$ cat config.mk
export PLATFORM = sky130hd
export DESIGN_NAME = pio_irq_ctrl
export DESIGN_NICKNAME = d
export VERILOG_FILES = /design/src/rtl/pio_irq_ctrl.sv
export SDC_FILE = /design/constraint.sdc
export NUM_CORES = 1
export LEC_CHECK = 0
export ABC_AREA = 0
export CAP_MARGIN = 20
export CORE_MARGIN = 2
export CORE_UTILIZATION = 55
export DETAILED_ROUTE_END_ITERATION = 8
export DONT_BUFFER_PORTS = 1
export GPL_TIMING_DRIVEN = 0
export PLACE_DENSITY = 0.77
export SYNTH_ARGS = -nofsm -noshare
export SYNTH_HDL_FRONTEND = slang
export SYNTH_SLANG_ARGS = --single-unit
$ cat constraint.sdc
create_clock -name clk -period 1.9 [get_ports clk]
set_clock_uncertainty 0.05 [all_clocks]
set_input_delay 0.285 -clock clk [delete_from_list [all_inputs] [get_ports clk]]
set_output_delay 0.285 -clock clk [all_outputs]
set_load 0.02 [all_outputs]
$ cat src/rtl/pio_irq_ctrl.sv
// Shared IRQ flag block for a set of state machines plus host interrupt routing.
// Flags are set/cleared by machines or the host; each host line gates a raw source vector.
module pio_irq_ctrl #(
    parameter int NUM_MACHINES = 4,
    parameter int NUM_FLAGS    = 8,
    parameter int NUM_OUT      = 2
) (
    input  logic                              clk,
    input  logic                              reset,
    input  logic [NUM_MACHINES*NUM_FLAGS-1:0] flag_set,
    input  logic [NUM_MACHINES*NUM_FLAGS-1:0] flag_clr,
    input  logic [NUM_MACHINES-1:0]           tx_full,
    input  logic [NUM_MACHINES-1:0]           rx_empty,
    input  logic [3:0]                        addr,
    input  logic                              wr,
    input  logic [31:0]                       wdata,
    input  logic                              rd,
    output logic [31:0]                       rdata,
    output logic                              rvalid,
    output logic [NUM_FLAGS-1:0]              flags,
    output logic [NUM_OUT-1:0]                irq
);

    localparam int R = NUM_FLAGS + 2 * NUM_MACHINES;

    logic [NUM_FLAGS-1:0] r_flags;
    logic [R-1:0]         r_inte [NUM_OUT];
    logic [R-1:0]         r_intf [NUM_OUT];
    logic [NUM_OUT-1:0]   r_irq;
    logic [31:0]          r_rdata;
    logic                 r_rvalid;

    logic [NUM_FLAGS-1:0] w_set_any;
    logic [NUM_FLAGS-1:0] w_clr_any;
    logic [NUM_FLAGS-1:0] w_host_set;
    logic [NUM_FLAGS-1:0] w_host_clr;
    logic [NUM_FLAGS-1:0] w_flags_next;
    logic [R-1:0]         w_raw;
    logic [R-1:0]         w_ints [NUM_OUT];
    logic [31:0]          w_rd_data;
    logic [NUM_OUT-1:0]   w_inte_we;
    logic [NUM_OUT-1:0]   w_intf_we;
    logic                 w_unused_wdata;

    assign w_raw          = {r_flags, tx_full, rx_empty};
    assign w_host_set     = (wr && (addr == 4'd1)) ? wdata[NUM_FLAGS-1:0] : {NUM_FLAGS{1'b0}};
    assign w_host_clr     = (wr && (addr == 4'd0)) ? wdata[NUM_FLAGS-1:0] : {NUM_FLAGS{1'b0}};
    assign w_unused_wdata = ^wdata;

    // Merge every requester's set/clear slices; set dominates clear on the same flag.
    always_comb begin
        w_set_any = w_host_set;
        w_clr_any = w_host_clr;
        for (int m = 0; m < NUM_MACHINES; m++) begin
            w_set_any = w_set_any | flag_set[m*NUM_FLAGS +: NUM_FLAGS];
            w_clr_any = w_clr_any | flag_clr[m*NUM_FLAGS +: NUM_FLAGS];
        end
        w_flags_next = (r_flags & ~w_clr_any) | w_set_any;
    end

    // Per-line interrupt status from the current (not yet updated) registers.
    always_comb begin
        for (int k = 0; k < NUM_OUT; k++) begin
            w_ints[k] = (w_raw & r_inte[k]) | r_intf[k];
        end
    end

    // Address decode: read mux (pre-write values) and per-line write enables.
    always_comb begin
        w_rd_data = 32'd0;
        w_inte_we = {NUM_OUT{1'b0}};
        w_intf_we = {NUM_OUT{1'b0}};
        case (addr)
            4'd0: w_rd_data[NUM_FLAGS-1:0] = r_flags;
            4'd1: w_rd_data = 32'd0;
            4'd2: w_rd_data[R-1:0] = w_raw;
            default: begin
                for (int k = 0; k < NUM_OUT; k++) begin
                    case (addr)
                        4'(3 + 3 * k): begin
                            w_rd_data[R-1:0] = r_inte[k];
                            w_inte_we[k]     = wr;
                        end
                        4'(4 + 3 * k): begin
                            w_rd_data[R-1:0] = r_intf[k];
                            w_intf_we[k]     = wr;
                        end
                        4'(5 + 3 * k): w_rd_data[R-1:0] = w_ints[k];
                        default: ;
                    endcase
                end
            end
        endcase
    end

    // State update; reset overrides any concurrent request, write or pending read.
    always_ff @(posedge clk) begin
        if (reset) begin
            r_flags  <= {NUM_FLAGS{1'b0}};
            r_irq    <= {NUM_OUT{1'b0}};
            r_rdata  <= 32'd0;
            r_rvalid <= 1'b0;
            for (int k = 0; k < NUM_OUT; k++) begin
                r_inte[k] <= {R{1'b0}};
                r_intf[k] <= {R{1'b0}};
            end
        end else begin
            r_flags  <= w_flags_next;
            r_rvalid <= rd;
            if (rd) begin
                r_rdata <= w_rd_data;
            end
            for (int k = 0; k < NUM_OUT; k++) begin
                r_irq[k] <= |w_ints[k];
                if (w_inte_we[k]) begin
                    r_inte[k] <= wdata[R-1:0];
                end
                if (w_intf_we[k]) begin
                    r_intf[k] <= wdata[R-1:0];
                end
            end
        end
    end

    assign flags  = r_flags;
    assign irq    = r_irq;
    assign rdata  = r_rdata;
    assign rvalid = r_rvalid;

endmodule
# [After elaboration in Yosys (flattened, before gate mapping)]
# Memories as Yosys holds them, arrays and structs flattened.
# Index checks and enable logic that the tools add are counted.
[word_totals] ff_bits=27 ramBits=64 inputBits=112 output_inout_bits=43 elab_cells=70 mem_count=2
[op_classes] n_eq_ne=8 n_mux=30 bitwise=19 n_reduce_logical=7
[memory_table] memory="r_inte" words=2 word_bits=16 read_ports=2 rd_clocked_by_memory_dff=0 wr=2 line="27" source="logic [R-1:0] r_inte [NUM_OUT];"
[memory_table] memory="r_intf" words=2 word_bits=16 read_ports=2 rd_clocked_by_memory_dff=0 wr=2 line="28" source="logic [R-1:0] r_intf [NUM_OUT];"
[op_table] operator="case mux 16 bit (3 select lines)" n=2
[op_table] operator="bitwise OR 8 bit" n=9
[op_table] operator="two-way mux 16 bit" n=4
[op_table] operator="AND 16 bit" n=2
[op_table] operator="bitwise OR 16 bit" n=2
[op_table] operator="OR reduction 16 bit" n=2
[op_table] operator="case mux 8 bit (3 select lines)" n=1
[op_table] operator="two-way mux 1 bit" n=18
[op_table] operator="== test 4 x 3 -> 1 bit, second input constant" n=4
[op_table] operator="two-way mux 8 bit" n=2
[op_table] operator="case mux 8 bit (2 select lines)" n=1
[op_table] operator="AND 8 bit" n=1
[op_table] operator="== test 4 x 2 -> 1 bit, second input constant" n=2
[op_table] operator="inverter 8 bit" n=1
[op_table] operator="== test 4 x 1 -> 1 bit, second input constant" n=1
[op_table] operator="== test 4 bit, second input constant" n=1
[op_table] operator="zero test 4 bit" n=1
[op_table] operator="two-way mux 2 bit" n=2
[op_table] operator="bitwise OR 1 bit" n=4
[op_table] operator="OR reduction 3 bit" n=1
[op_table] operator="logical AND 1 bit" n=2
[op_table] operator="OR reduction 2 bit" n=1

# [Depth between registers and ports, before layout]
[depth] ltp_word=10 mapped_depth=8 ltp_nobuf=4

# [Worst setup path after synthesis]
# Ideal clock, no wire load.
[synth_path] kind="input -> register" start="input addr[3]" end="memory r_intf[0][16] (netlist name), enable pin" setup_time_ns=0.392 arrival_time_ns=1.592 required_ns=1.458 path_slack_ns=-0.134 path_stages=4 path_buffers=1 cell_sequence="buf_2 > nor2b_2 > nand2_1 > o21bai_1"
[synth_rtl] element="from (decl)" line="14" source="input logic [3:0] addr,"
[synth_rtl] element="to (decl)" line="28"

# [Final worst setup path]
[layout_path] start="register r_flags[0], in the netlist flags[0]" end="register r_rdata[0], in the netlist rdata[0]"
[layout_between] elab_chain_len=1
[layout_lines] element="from (decl)" line="26" source="logic [NUM_FLAGS-1:0] r_flags;"
[layout_lines] element="from (signal assigned)" line="99" source="r_flags <= {NUM_FLAGS{1'b0}};"
[layout_lines] element="from (signal assigned)" line="108" source="r_flags <= w_flags_next;"
[layout_lines] element="case mux 8 bit (3 select lines)" line="73" source="case (addr)"
[layout_lines] element="to (signal assigned)" line="111" source="r_rdata <= w_rd_data;"
[layout_lines] element="to (decl)" line="30" source="logic [31:0] r_rdata;"
# Every way passes these cells.
# A chain may end at the register's enable or synchronous reset.

==> results.md <==
* Post-synthesis instance area at 0.00504 sq mm
* Average instance area after synthesis at 10.3 sq um
* Placer Congestion at 1.05
* Count of final setup violators at 1
* Synthesized instance count at 490
* CORE AREA at 0.00881 sq mm
* Number of flops mapped to enable cells by yosys at 64
* Synth top area share at 38.2%
* Clock latency of the later-clocked register in the worst-skew pair at 0.37 ns
* IO Port Bufs at 0
* Top area cells in the synthesized netlist: edfxtp_1, dfxtp_1, and2_1
* Post-layout nets at 630
* Dominant synthesized flop cell: edfxtp_1
* Worst Slack Setup Final at -0.0108 ns
* Worst stage delay on the critical path at 0.85 ns
* Crit path cell chain: nor2b_1, o22ai_1, a21o_1, o311ai_1
* Result of the run: complete, but fails checks
* FILL cells at 758
* Largest net degree at the start of global routing at 19
* Max FO, Critical Path at 8
* Sum of net half-perimeters after detailed placement at 12700 um
* Standby leakage power at 1.91 nW
* Endpoint required time on the critical path at 2.11 ns
* Initial core utilization at 57.2%
* Post-detailed-route via-to-cell ratio at 7.12
* Clock tree from TritonCTS: built
* CTS H-tree lvls at 3
* Slowest cell on crit path: dfxtp_1
* Synth-to-Final Area Change at 8.35%
* Height of the die at 99.7 um
* DRC violations left at 0
* # clock sinks at 91
* CP bufs+invs at 0
* Max-slew violation total from the final report at 0
* Peak supply drop at 0.000448 V
* Count of placed standard cells in the final layout, fillers left out at 631
* Post-DR wirelength/cell at 27.2 um
* # placed instances at 615
* Hold Vio Cnt, Final at 0
* Total of flip-flops plus latches after synthesis at 91
* Overall overflow remaining after global route at 0
* Initial antenna violation count at 0
* Post-layout minimum cycle time at 1.91 ns
* Iter 0 DRT Violations at 595
* Violations in the final reports: negative setup slack
* Via count of the first global-routing pass at 4275
* Crit path launch type: register
* Arrival time reported for the critical path endpoint at 2.12 ns
* Die width at 99.7 um
* Synth area leader: edfxtp_1
* Hold crit path type: in2reg
* Share of the clock period used by the worst path at 101%
* Cts bufs inserted at 9
* Antenna Cells at 0
* Worst Setup End Kind: register
* RSZ-0062 raised after global routing: no
* Remaining antenna violation count after routing at 0
* Total number of placement rows at 34
* Share of cells above drive strength 1 at 14.1%
* Synth warn at 0
* Max-capacitance violation count at 0
* Global-route wire length before repair at 25300 um
* Detailed-router iteration count before antenna repair at 6
* Hold_ws at 0.0107 ns
* Root cell of the clock tree: clkbuf_8
* Global Route Usage Sum at 34.9%
* Kind of cell with the highest combined delay on the critical path: flip-flops
* Seq/Total Area, Yosys at 48.9%
* Slew at the pin closest to its max-slew limit at 0.948 ns
* Detailed-route wire length at 17200 um
* Number of I/O pins at 155
* Power consumption at 4.30 mW
* Worst slew slack as a fraction of its limit at 36.6%
* Clk buf depth at 2
* Fmax achieved at 523 MHz
* Fraction of registers with async set/reset at 0%
* Clock edge transition at the registers on the reported setup and hold paths at 0.10 ns
* Post-CTS Setup Repair Bufs at 0
* DR vias at 4492
* Power density over cell area at 789 mW/mm^2
* Die outline area at 0.00994 sq mm
* Worst Setup Path Type: reg2reg
* Distinct cell type count of the synthesized netlist at 59
[sequential cells by signal, indices dropped and copies added (netlist names)]
signal  count
rvalid      1
r_intf     32
r_inte     32
irq         2
flags       8
rdata      16
[placed cells by master (no fill, tap or decap), types with 17 or more instances in the layout]
cell type  count
nand3_1       26
nand2b_1      17
nor4_1        22
nor2_1        23
dfxtp_1       27
and2_1        37
edfxtp_1      64
buf_4         19
nand2_1       23
a31oi_1       28
[where the power goes]
part | total, mW | switching (mW) | internal (mW)
logic | 0.560 | 0.352 | 0.208
registers | 2.45 | 0.199 | 2.25
clock network | 1.29 | 0.780 | 0.511
[Yosys cell counts (all sizes together), types with 14 or more instances]
cell and number:
nand2 23, and2 37, a21oi 15, nor4 23, nor2 23, nand3 26
nand2b 17, edfxtp 64, o21ai 14, dfxtp 27, a31oi 28, buf 39
[per-layer routing]
| layer | share of wire (%) | track usage, % | wire [um] |
|---|---|---|---|
| met5 | 0 | 0 | 0 |
| met4 | 5.6 | 17.1 | 962 |
| met3 | 15 | 11.0 | 2660 |
| met2 | 41 | 49.4 | 7010 |
| met1 | 38 | 48.6 | 6560 |
[area by class of cell]
type / instances / area [sq um] / share of cell area (%)
repair buffers: 2 / 30.0 / 0.550
plain buffers: 50 / 310 / 5.69
inverters: 9 / 33.8 / 0.619
clock inverters: 7 / 62.6 / 1.15
well taps: 108 / 135 / 2.48
multi-input cells: 355 / 2300 / 42.1
flip-flops and latches: 91 / 2460 / 45.1
clock buffers: 9 / 124 / 2.27
[final timing paths]
| kind | start | end | slack (ns) | depth (start not counted) |
|---|---|---|---|---|
| hold / removal | wdata[1] | flags[1] | 0.01 | 2 |
| setup reg to reg | flags[0] | rdata[0] | -0.01 | 4 |
| hold reg to reg | rdata[4] | rdata[4] | 0.52 | 2 |
| setup / recovery | flags[0] | rdata[0] | -0.01 | 4 |
[logic make-up after synthesis]
family | count (synthesis) | synth area share (%)
AO/OA/AOI/OAI | 133 | 18.9
XOR/XNOR | 1 | 0.174
buffers and inverters | 59 | 6.83
flip-flops | 91 | 48.9
multiplexers | 7 | 1.64
other | 1 | 0.0745
AND/OR/NAND/NOR | 198 | 23.5
[repair_timing]
action / in CTS / in global routing
gates resized for setup: 1 / 1
hold endpoints to repair: 0 / 0
setup endpoints to repair: 16 / 1
pin swaps: 0 / 0
hold buffers: 0 / 0
gates cloned: 0 / 0
[stage by stage]
stage	setup slack, ns	setup TNS (ns)	util (%)	instance area, sq um
floorplan	-0.134	-4.29	-	5090
global placement	-0.940	-47.51	59.4	5230
CTS	0.0899	0	61.9	5450
global route	0.000418	0	62.0	5460
finish	-0.0108	-0.0108	62.0	5460
detailed placement	-0.455	-20.09	59.8	5270
Power figures use the tool's default switching activity.
